===== src/rtl/noc_pkg.sv =====
// rtl/noc_pkg.sv - shared flit encodings, field positions, status codes and NI state type
package noc_pkg;

  typedef enum logic [1:0] {
    KIND_HEAD   = 2'b00,
    KIND_BODY   = 2'b01,
    KIND_TAIL   = 2'b10,
    KIND_SINGLE = 2'b11
  } kind_e;

  typedef enum logic [2:0] {
    ST_IDLE,
    ST_RECV,
    ST_DROP,
    ST_DELIVER,
    ST_ACK
  } state_e;

  // Low bit of each flit field; row/col pairs are handled as one 8-bit field.
  localparam int KIND_LSB = 62;
  localparam int DST_LSB  = 54;
  localparam int SRC_LSB  = 46;
  localparam int LEN_LSB  = 43;
  localparam int STAT_LSB = 24;
  localparam int CNT_LSB  = 16;

  localparam logic [7:0] STAT_OK      = 8'h00;
  localparam logic [7:0] STAT_BAD_DST = 8'h01;
  localparam logic [7:0] STAT_BAD_LEN = 8'h02;

  function automatic logic [15:0] sat_inc16(input logic [15:0] v);
    return (v == 16'hFFFF) ? v : v + 16'd1;
  endfunction

endpackage


===== src/rtl/noc_eject_ni_if.sv =====
// rtl/noc_eject_ni_if.sv - router-side flit ports and tile-side packet port of the ejection NI
interface noc_eject_ni_if #(
  parameter int FLIT_W  = 64,
  parameter int MAX_LEN = 4
);
  logic [FLIT_W-1:0]         rx_flit;
  logic                      rx_valid;
  logic                      rx_ready;
  logic [FLIT_W-1:0]         tx_flit;
  logic                      tx_valid;
  logic                      tx_ready;
  logic [(MAX_LEN+1)*32-1:0] pkt_data;
  logic [2:0]                pkt_words;
  logic [7:0]                pkt_src;
  logic                      pkt_valid;
  logic                      pkt_ready;
  logic [15:0]               pkt_cnt;
  logic [15:0]               err_cnt;

  modport master (
    output rx_flit, rx_valid, tx_ready, pkt_ready,
    input  rx_ready, tx_flit, tx_valid, pkt_data, pkt_words, pkt_src, pkt_valid, pkt_cnt, err_cnt
  );

  modport slave (
    input  rx_flit, rx_valid, tx_ready, pkt_ready,
    output rx_ready, tx_flit, tx_valid, pkt_data, pkt_words, pkt_src, pkt_valid, pkt_cnt, err_cnt
  );
endinterface


===== src/rtl/noc_ack_builder.sv =====
// rtl/noc_ack_builder.sv - formats the SINGLE ack flit returned to the packet source
module noc_ack_builder
  import noc_pkg::*;
#(
  parameter int         FLIT_W = 64,
  parameter logic [3:0] MY_ROW = 4'd0,
  parameter logic [3:0] MY_COL = 4'd0
) (
  input  logic [7:0]        i_dst,
  input  logic [7:0]        i_status,
  input  logic [2:0]        i_words,
  output logic [FLIT_W-1:0] o_flit
);
  always_comb begin
    o_flit                   = '0;
    o_flit[KIND_LSB +: 2]    = KIND_SINGLE;
    o_flit[DST_LSB +: 8]     = i_dst;
    o_flit[SRC_LSB +: 8]     = {MY_ROW, MY_COL};
    o_flit[STAT_LSB +: 8]    = i_status;
    o_flit[CNT_LSB +: 8]     = {5'd0, i_words};
  end
endmodule


===== src/rtl/noc_eject_ni.sv =====
// rtl/noc_eject_ni.sv - NoC ejection NI: reassembles packets, delivers them to the tile, returns an ack
module noc_eject_ni
  import noc_pkg::*;
#(
  parameter int         FLIT_W  = 64,
  parameter int         MAX_LEN = 4,
  parameter logic [3:0] MY_ROW  = 4'd0,
  parameter logic [3:0] MY_COL  = 4'd0
) (
  input logic           clk,
  input logic           rst,
  noc_eject_ni_if.slave nif
);
  state_e      r_state;
  logic [31:0] r_word [MAX_LEN+1];
  logic [2:0]  r_words;
  logic [2:0]  r_left;
  logic [7:0]  r_src;
  logic [7:0]  r_status;
  logic [15:0] r_pkt_cnt;
  logic [15:0] r_err_cnt;

  kind_e             w_kind;
  logic [2:0]        w_len;
  logic [31:0]       w_data;
  logic              w_dst_hit;
  logic              w_len_ok;
  logic              w_rx_fire;
  logic [FLIT_W-1:0] w_ack_flit;
  logic              w_unused;

  assign w_kind    = kind_e'(nif.rx_flit[KIND_LSB +: 2]);
  assign w_len     = nif.rx_flit[LEN_LSB +: 3];
  assign w_data    = nif.rx_flit[31:0];
  assign w_dst_hit = (nif.rx_flit[DST_LSB +: 8] == {MY_ROW, MY_COL});
  assign w_len_ok  = (w_len != 3'd0) && (int'(w_len) <= MAX_LEN);
  assign w_unused  = &{1'b0, nif.rx_flit[42:32]};

  // Gating with rst lets rx_ready fall during reset yet rise on the first cycle after it.
  assign nif.rx_ready = !rst && (r_state == ST_IDLE || r_state == ST_RECV || r_state == ST_DROP);
  assign w_rx_fire    = nif.rx_valid && nif.rx_ready;

  noc_ack_builder #(.FLIT_W(FLIT_W), .MY_ROW(MY_ROW), .MY_COL(MY_COL)) u_ack (
    .i_dst    (r_src),
    .i_status (r_status),
    .i_words  (r_words),
    .o_flit   (w_ack_flit)
  );

  assign nif.pkt_valid = (r_state == ST_DELIVER);
  assign nif.tx_valid  = (r_state == ST_ACK);
  assign nif.tx_flit   = nif.tx_valid ? w_ack_flit : '0;
  assign nif.pkt_words = r_words;
  assign nif.pkt_src   = r_src;
  assign nif.pkt_cnt   = r_pkt_cnt;
  assign nif.err_cnt   = r_err_cnt;

  for (genvar g = 0; g <= MAX_LEN; g++) begin : g_pack
    assign nif.pkt_data[32*g +: 32] = r_word[g];
  end

  always_ff @(posedge clk) begin
    if (rst) begin
      r_state   <= ST_IDLE;
      r_words   <= '0;
      r_left    <= '0;
      r_src     <= '0;
      r_status  <= '0;
      r_pkt_cnt <= '0;
      r_err_cnt <= '0;
      for (int i = 0; i <= MAX_LEN; i++) r_word[i] <= '0;
    end else begin
      unique case (r_state)
        ST_IDLE: if (w_rx_fire) begin
          unique case (w_kind)
            KIND_HEAD, KIND_SINGLE: begin
              r_src   <= nif.rx_flit[SRC_LSB +: 8];
              r_words <= 3'd0;
              for (int i = 0; i <= MAX_LEN; i++) r_word[i] <= '0;
              if (!w_dst_hit) begin
                r_status  <= STAT_BAD_DST;
                r_err_cnt <= sat_inc16(r_err_cnt);
                if (w_kind == KIND_SINGLE) r_state <= ST_ACK;
                else                       r_state <= ST_DROP;
              end else if (w_kind == KIND_SINGLE) begin
                r_word[0] <= w_data;
                r_words   <= 3'd1;
                r_status  <= STAT_OK;
                r_state   <= ST_DELIVER;
              end else if (!w_len_ok) begin
                r_status  <= STAT_BAD_LEN;
                r_err_cnt <= sat_inc16(r_err_cnt);
                r_state   <= ST_DROP;
              end else begin
                r_word[0] <= w_data;
                r_words   <= 3'd1;
                r_left    <= w_len;
                r_status  <= STAT_OK;
                r_state   <= ST_RECV;
              end
            end
            KIND_BODY, KIND_TAIL: r_err_cnt <= sat_inc16(r_err_cnt);
          endcase
        end
        ST_RECV: if (w_rx_fire) begin
          // A stray HEAD/SINGLE ends the packet but its word is not kept.
          if (w_kind == KIND_BODY || w_kind == KIND_TAIL) begin
            r_word[r_words] <= w_data;
            r_words         <= r_words + 3'd1;
            r_left          <= r_left - 3'd1;
          end
          if (w_kind == KIND_BODY && r_left > 3'd1) begin
            r_state <= ST_RECV;
          end else if (w_kind == KIND_TAIL && r_left == 3'd1) begin
            r_state <= ST_DELIVER;
          end else begin
            r_status  <= STAT_BAD_LEN;
            r_err_cnt <= sat_inc16(r_err_cnt);
            r_state   <= ST_ACK;
          end
        end
        ST_DROP: if (w_rx_fire && w_kind == KIND_TAIL) r_state <= ST_ACK;
        ST_DELIVER: if (nif.pkt_ready) begin
          r_pkt_cnt <= r_pkt_cnt + 16'd1;
          r_status  <= STAT_OK;
          r_state   <= ST_ACK;
        end
        ST_ACK: if (nif.tx_ready) r_state <= ST_IDLE;
        default: r_state <= ST_IDLE;
      endcase
    end
  end
endmodule


===== src/flat_wrapper.sv =====
// flat-port wrapper written by rule: the top's interface ports become plain ports
module noc_eject_ni_flat import noc_pkg::*;
#(
  parameter int         FLIT_W  = 64,
  parameter int         MAX_LEN = 4,
  parameter logic [3:0] MY_ROW  = 4'd0,
  parameter logic [3:0] MY_COL  = 4'd0
)
  (clk, rst, nif_rx_flit, nif_rx_valid, nif_tx_ready, nif_pkt_ready, nif_rx_ready, nif_tx_flit, nif_tx_valid, nif_pkt_data, nif_pkt_words, nif_pkt_src, nif_pkt_valid, nif_pkt_cnt, nif_err_cnt);
  noc_eject_ni_if #(.FLIT_W(FLIT_W), .MAX_LEN(MAX_LEN)) nif_i ();
  input logic clk;
  input logic rst;
  input wire logic [$bits(nif_i.rx_flit)-1:0] nif_rx_flit;
  input wire logic [$bits(nif_i.rx_valid)-1:0] nif_rx_valid;
  input wire logic [$bits(nif_i.tx_ready)-1:0] nif_tx_ready;
  input wire logic [$bits(nif_i.pkt_ready)-1:0] nif_pkt_ready;
  output wire logic [$bits(nif_i.rx_ready)-1:0] nif_rx_ready;
  output wire logic [$bits(nif_i.tx_flit)-1:0] nif_tx_flit;
  output wire logic [$bits(nif_i.tx_valid)-1:0] nif_tx_valid;
  output wire logic [$bits(nif_i.pkt_data)-1:0] nif_pkt_data;
  output wire logic [$bits(nif_i.pkt_words)-1:0] nif_pkt_words;
  output wire logic [$bits(nif_i.pkt_src)-1:0] nif_pkt_src;
  output wire logic [$bits(nif_i.pkt_valid)-1:0] nif_pkt_valid;
  output wire logic [$bits(nif_i.pkt_cnt)-1:0] nif_pkt_cnt;
  output wire logic [$bits(nif_i.err_cnt)-1:0] nif_err_cnt;
  assign nif_i.rx_flit = nif_rx_flit;
  assign nif_i.rx_valid = nif_rx_valid;
  assign nif_i.tx_ready = nif_tx_ready;
  assign nif_i.pkt_ready = nif_pkt_ready;
  assign nif_rx_ready = nif_i.rx_ready;
  assign nif_tx_flit = nif_i.tx_flit;
  assign nif_tx_valid = nif_i.tx_valid;
  assign nif_pkt_data = nif_i.pkt_data;
  assign nif_pkt_words = nif_i.pkt_words;
  assign nif_pkt_src = nif_i.pkt_src;
  assign nif_pkt_valid = nif_i.pkt_valid;
  assign nif_pkt_cnt = nif_i.pkt_cnt;
  assign nif_err_cnt = nif_i.err_cnt;
  noc_eject_ni #(.FLIT_W(FLIT_W), .MAX_LEN(MAX_LEN), .MY_ROW(MY_ROW), .MY_COL(MY_COL)) u_core (.clk(clk), .rst(rst), .nif(nif_i));
endmodule

===== config.mk =====
export PLATFORM = sky130hd
export DESIGN_NAME = noc_eject_ni_flat
export DESIGN_NICKNAME = d
export VERILOG_FILES = /design/src/rtl/noc_pkg.sv /design/src/rtl/noc_eject_ni_if.sv /design/src/rtl/noc_ack_builder.sv /design/src/rtl/noc_eject_ni.sv /design/src/flat_wrapper.sv
export SDC_FILE = /design/constraint.sdc
export NUM_CORES = 1
export LEC_CHECK = 0
export ABC_AREA = 1
export ABC_CLOCK_PERIOD_IN_PS = 5900
export BUFFER_PORTS_ARGS = -buffer_cell sky130_fd_sc_hd__buf_4
export CAP_MARGIN = 20
export CORE_MARGIN = 4
export CORE_UTILIZATION = 40
export CTS_BUF_LIST = sky130_fd_sc_hd__clkbuf_8 sky130_fd_sc_hd__clkbuf_16
export CTS_CLUSTER_DIAMETER = 100
export DETAILED_ROUTE_END_ITERATION = 8
export GPL_TIMING_DRIVEN = 0
export PLACE_DENSITY = 0.68
export SLEW_MARGIN = 20
export SYNTH_ARGS = -nofsm -noshare
export SYNTH_HDL_FRONTEND = slang
export SYNTH_SLANG_ARGS = --single-unit

===== constraint.sdc =====
create_clock -name clk -period 5.9 [get_ports clk]
set_input_delay 1.77 -clock clk [delete_from_list [all_inputs] [get_ports clk]]
set_output_delay 1.77 -clock clk [all_outputs]
set_load 0.01 [all_outputs]

==> results.toml <==
[run_status]
outcome = "finished clean"

[floorplanning]
core-area_mm2 = 0.0226
start_util = 0.405
num_io_pins = 339
die_x_um = 159
die_y_um = 159
die_area_mm2 = 0.0253
row_count = 55

[global_routing]
antenna_found_initial = 0
groute.usage.overall = 0.196
globalRouteOverflowTotal = 0
grt_pass1_vias = 7261
grt_pass1_wl_um = 40300
grt_max_degree = 20

[setup_path]
reg2reg_from = "u_core.r_state[1]"
critPathKind = "primary input to primary output"
cp_max_fo = 10
crit_path_end = "nif_rx_ready"
rr_worst_depth = 7
required_ps = 4130
reg2reg_slack_ps = 3030
worstSetupEndpointType = "primary output"
startpoint = "rst"
r2r_end = "u_core.r_word[4][13]"
critPathArrivalTime_ps = 2910
cp-start-kind = "primary input"

[routing]
via_per_inst = 4.70
drt-initial-drc-count = 355
drt_first_pass_iters = 5
drc_errors = 0
ant_nets = 0
routed_wl_um = 25600
vias = 7404
wl_per_cell_um = 16.3

[synthesis]
synth-seq-area-share = 0.637
ys_types = 34
synth_compound_area_frac = 0.0436
yosysTopAreaCellShare = 0.525
yosysTopAreaCell = "edfxtp_1"
synth-simple-area-share = 0.195
synth.avg_cell_area_um2 = 9.97
ys_ff_latch = 211
synth_warnings = 0
synthAdderAreaFrac = 0.0123
synth-xor-area-share = 0.0125
muxShareOfSynthArea = 0
synth_top_family_by_area = "simple AND/OR/NAND/NOR gates"
yosys-top-cells-area = "edfxtp_1 53%, dfxtp_1 11%, nor2_1 9.4%"
synth_cells = 917
synth_area_mm2 = 0.00915

[sta]
max_slew_margin = 0.509
hold_ws_ps = 465
fmax_ghz = 0.214
final.min_clock_period_ps = 4680
max_slew.worst_pin.slew_ps = 737
timing.final.crit_share = 0.794
skew_ps = 22.7
setup_viol = 0
rsz0062_at_grt = "no"
setup_slack_ps = 1220
finalSetupTns_ps = 0
finalHoldViolCount = 0
maxSlewViolCount = 0

[final_layout]
layout.nets = 1350
diodes = 0
layout_commonest_cell = "buf_4"
drive_above_1_share = 0.318
fillCellCount = 1960
layout_common_cells = "330 x buf_4, 228 x nor2_1, 160 x edfxtp_1"
post-route-util = 0.562
fin_cells = 1574
synthToLayoutAreaGrowth_pct = 38.8

[power]
clkPwrFrac = 0.410
switchingPower_mw = 0.838
pwr-share-seq = 0.476
ir_drop_mv = 0.138
cellPowerDensity_mw_per_mm2 = 282
p_leak_nw = 5.84
swShare = 0.234
comb_power_share = 0.114
p_int_mw = 2.74

[clock_tree]
path_clk_slew_ps = 60
cts_resized = 0
post-cts-setup-buffers = 0
cts_tree = "done"
numClockSinks = 211
hold_buffers = 0
clk_path_buf_depth = 3
root_buffer = "clkbuf_16"
cts.htree.levels = 1
clk_latency_ps = 510
cts_buffers = 23

[place]
gp_congestion = 0.898
port_buffers = 277
pre_cts_slack_ps = 1220
hpwl_um = 19000
dp.cells = 1532

[flow_run]
drv_cap = 0

[hold_path]
hp-class = "flop to flop"
-- worst max-delay path: stages --
cell and delay (ps):
buf_2 180, inv_2 200, clkbuf_1 450, nand2_1 100, inv_1 90, buf_4 120
-- sequential cells by signal (all words and copies together), names as in the netlist --
register / flops
u_core.nif.pkt_cnt: 16
u_core.nif.pkt_words: 3
u_core.r_status: 2
u_core.nif.pkt_src: 8
u_core.nif.err_cnt: 16
u_core.r_word: 160
u_core.r_state: 3
u_core.r_left: 3
-- power by group through the flow --
stage / combinational, mW / clock, mW / sequential (mW)
detailed placement: 0.408 / 0 / 1.73
CTS: 0.409 / 1.49 / 1.70
finish: 0.407 / 1.47 / 1.70
global route: 0.443 / 1.56 / 1.71
global placement: 0.384 / 0 / 1.74
floorplan: 0.159 / 0 / 1.77
-- cell type report --
class	count	area, µm²	area share
clock buffers	23	576	0.0454
repair buffers	282	2220	0.175
flip-flops and latches	211	5830	0.459
clock inverters	19	203	0.0160
inverters	101	379	0.0299
well taps	285	357	0.0281
plain buffers	77	526	0.0414
multi-input cells	576	2610	0.205
-- worst min path at each step --
stage          cells past startpoint  slack, ps                    end                   from
2_1_floorplan                      2        460     u_core.r_status[1]     u_core.r_status[1]
3_3_place_gp                       2        460  u_core.nif.pkt_src[0]  u_core.nif.pkt_src[0]
3_5_place_dp                       2        460  u_core.nif.pkt_src[3]  u_core.nif.pkt_src[3]
4_1_cts                            2        470  u_core.nif.pkt_src[7]  u_core.nif.pkt_src[7]
5_1_grt                            2        500  u_core.nif.pkt_src[0]  u_core.nif.pkt_src[0]
6_report                           2        460  u_core.nif.pkt_src[7]  u_core.nif.pkt_src[7]
-- through the flow --
stage                     total power [mW]  instance area (µm²)
after floorplan                       1.93                 9330
after global placement                2.12                11800
after detailed placement              2.14                11900
after CTS                             3.60                12700
after global routing                  3.72                12700
final                                 3.58                12700
-- cell families (layout without fill, tap and decap cells) --
group | Yosys count | in the layout
fa+ha+maj | 9 | 9
compound gates | 78 | 78
xor+xnor | 13 | 13
flops | 211 | 211
simple gates | 427 | 427
buf+inv | 178 | 502
other cells | 1 | 49
-- cell usage after synthesis --
cell      number
o21ai_2        1
inv_2          3
buf_4         53
nand3_1       42
ha_1           9
edfxtp_1     160
buf_6          3
nand3_2        3
buf_1          1
nor3_1         8
nor3b_1        1
a21oi_1       43
buf_2         12
xor2_1         9
clkbuf_1       8
a31oi_1        2
dfxtp_1       51
nor2_2         6
o21ai_1        1
o21bai_1       1
nor2_1       228
xnor2_1        4
nand2_1      113
conb_1         1
nor2_4         1
o21ai_0       30
nand4_1       17
inv_1         97
nor3_4         1
or2_2          1
and2_1         1
clkinv_1       1
nand3b_1       2
nand2_2        3
-- layer usage --
layer  track usage  wire [µm]  share of wire  vias to the layer above
met5             0          0              0                        -
met2         0.336      12400           0.48                      322
li1              -          -              -                     3621
met1         0.249      10300           0.40                     3414
met4        0.0450        585          0.023                        0
met3        0.0528       2310          0.090                       47
No activity file was read; power rests on OpenSTA's default activity.
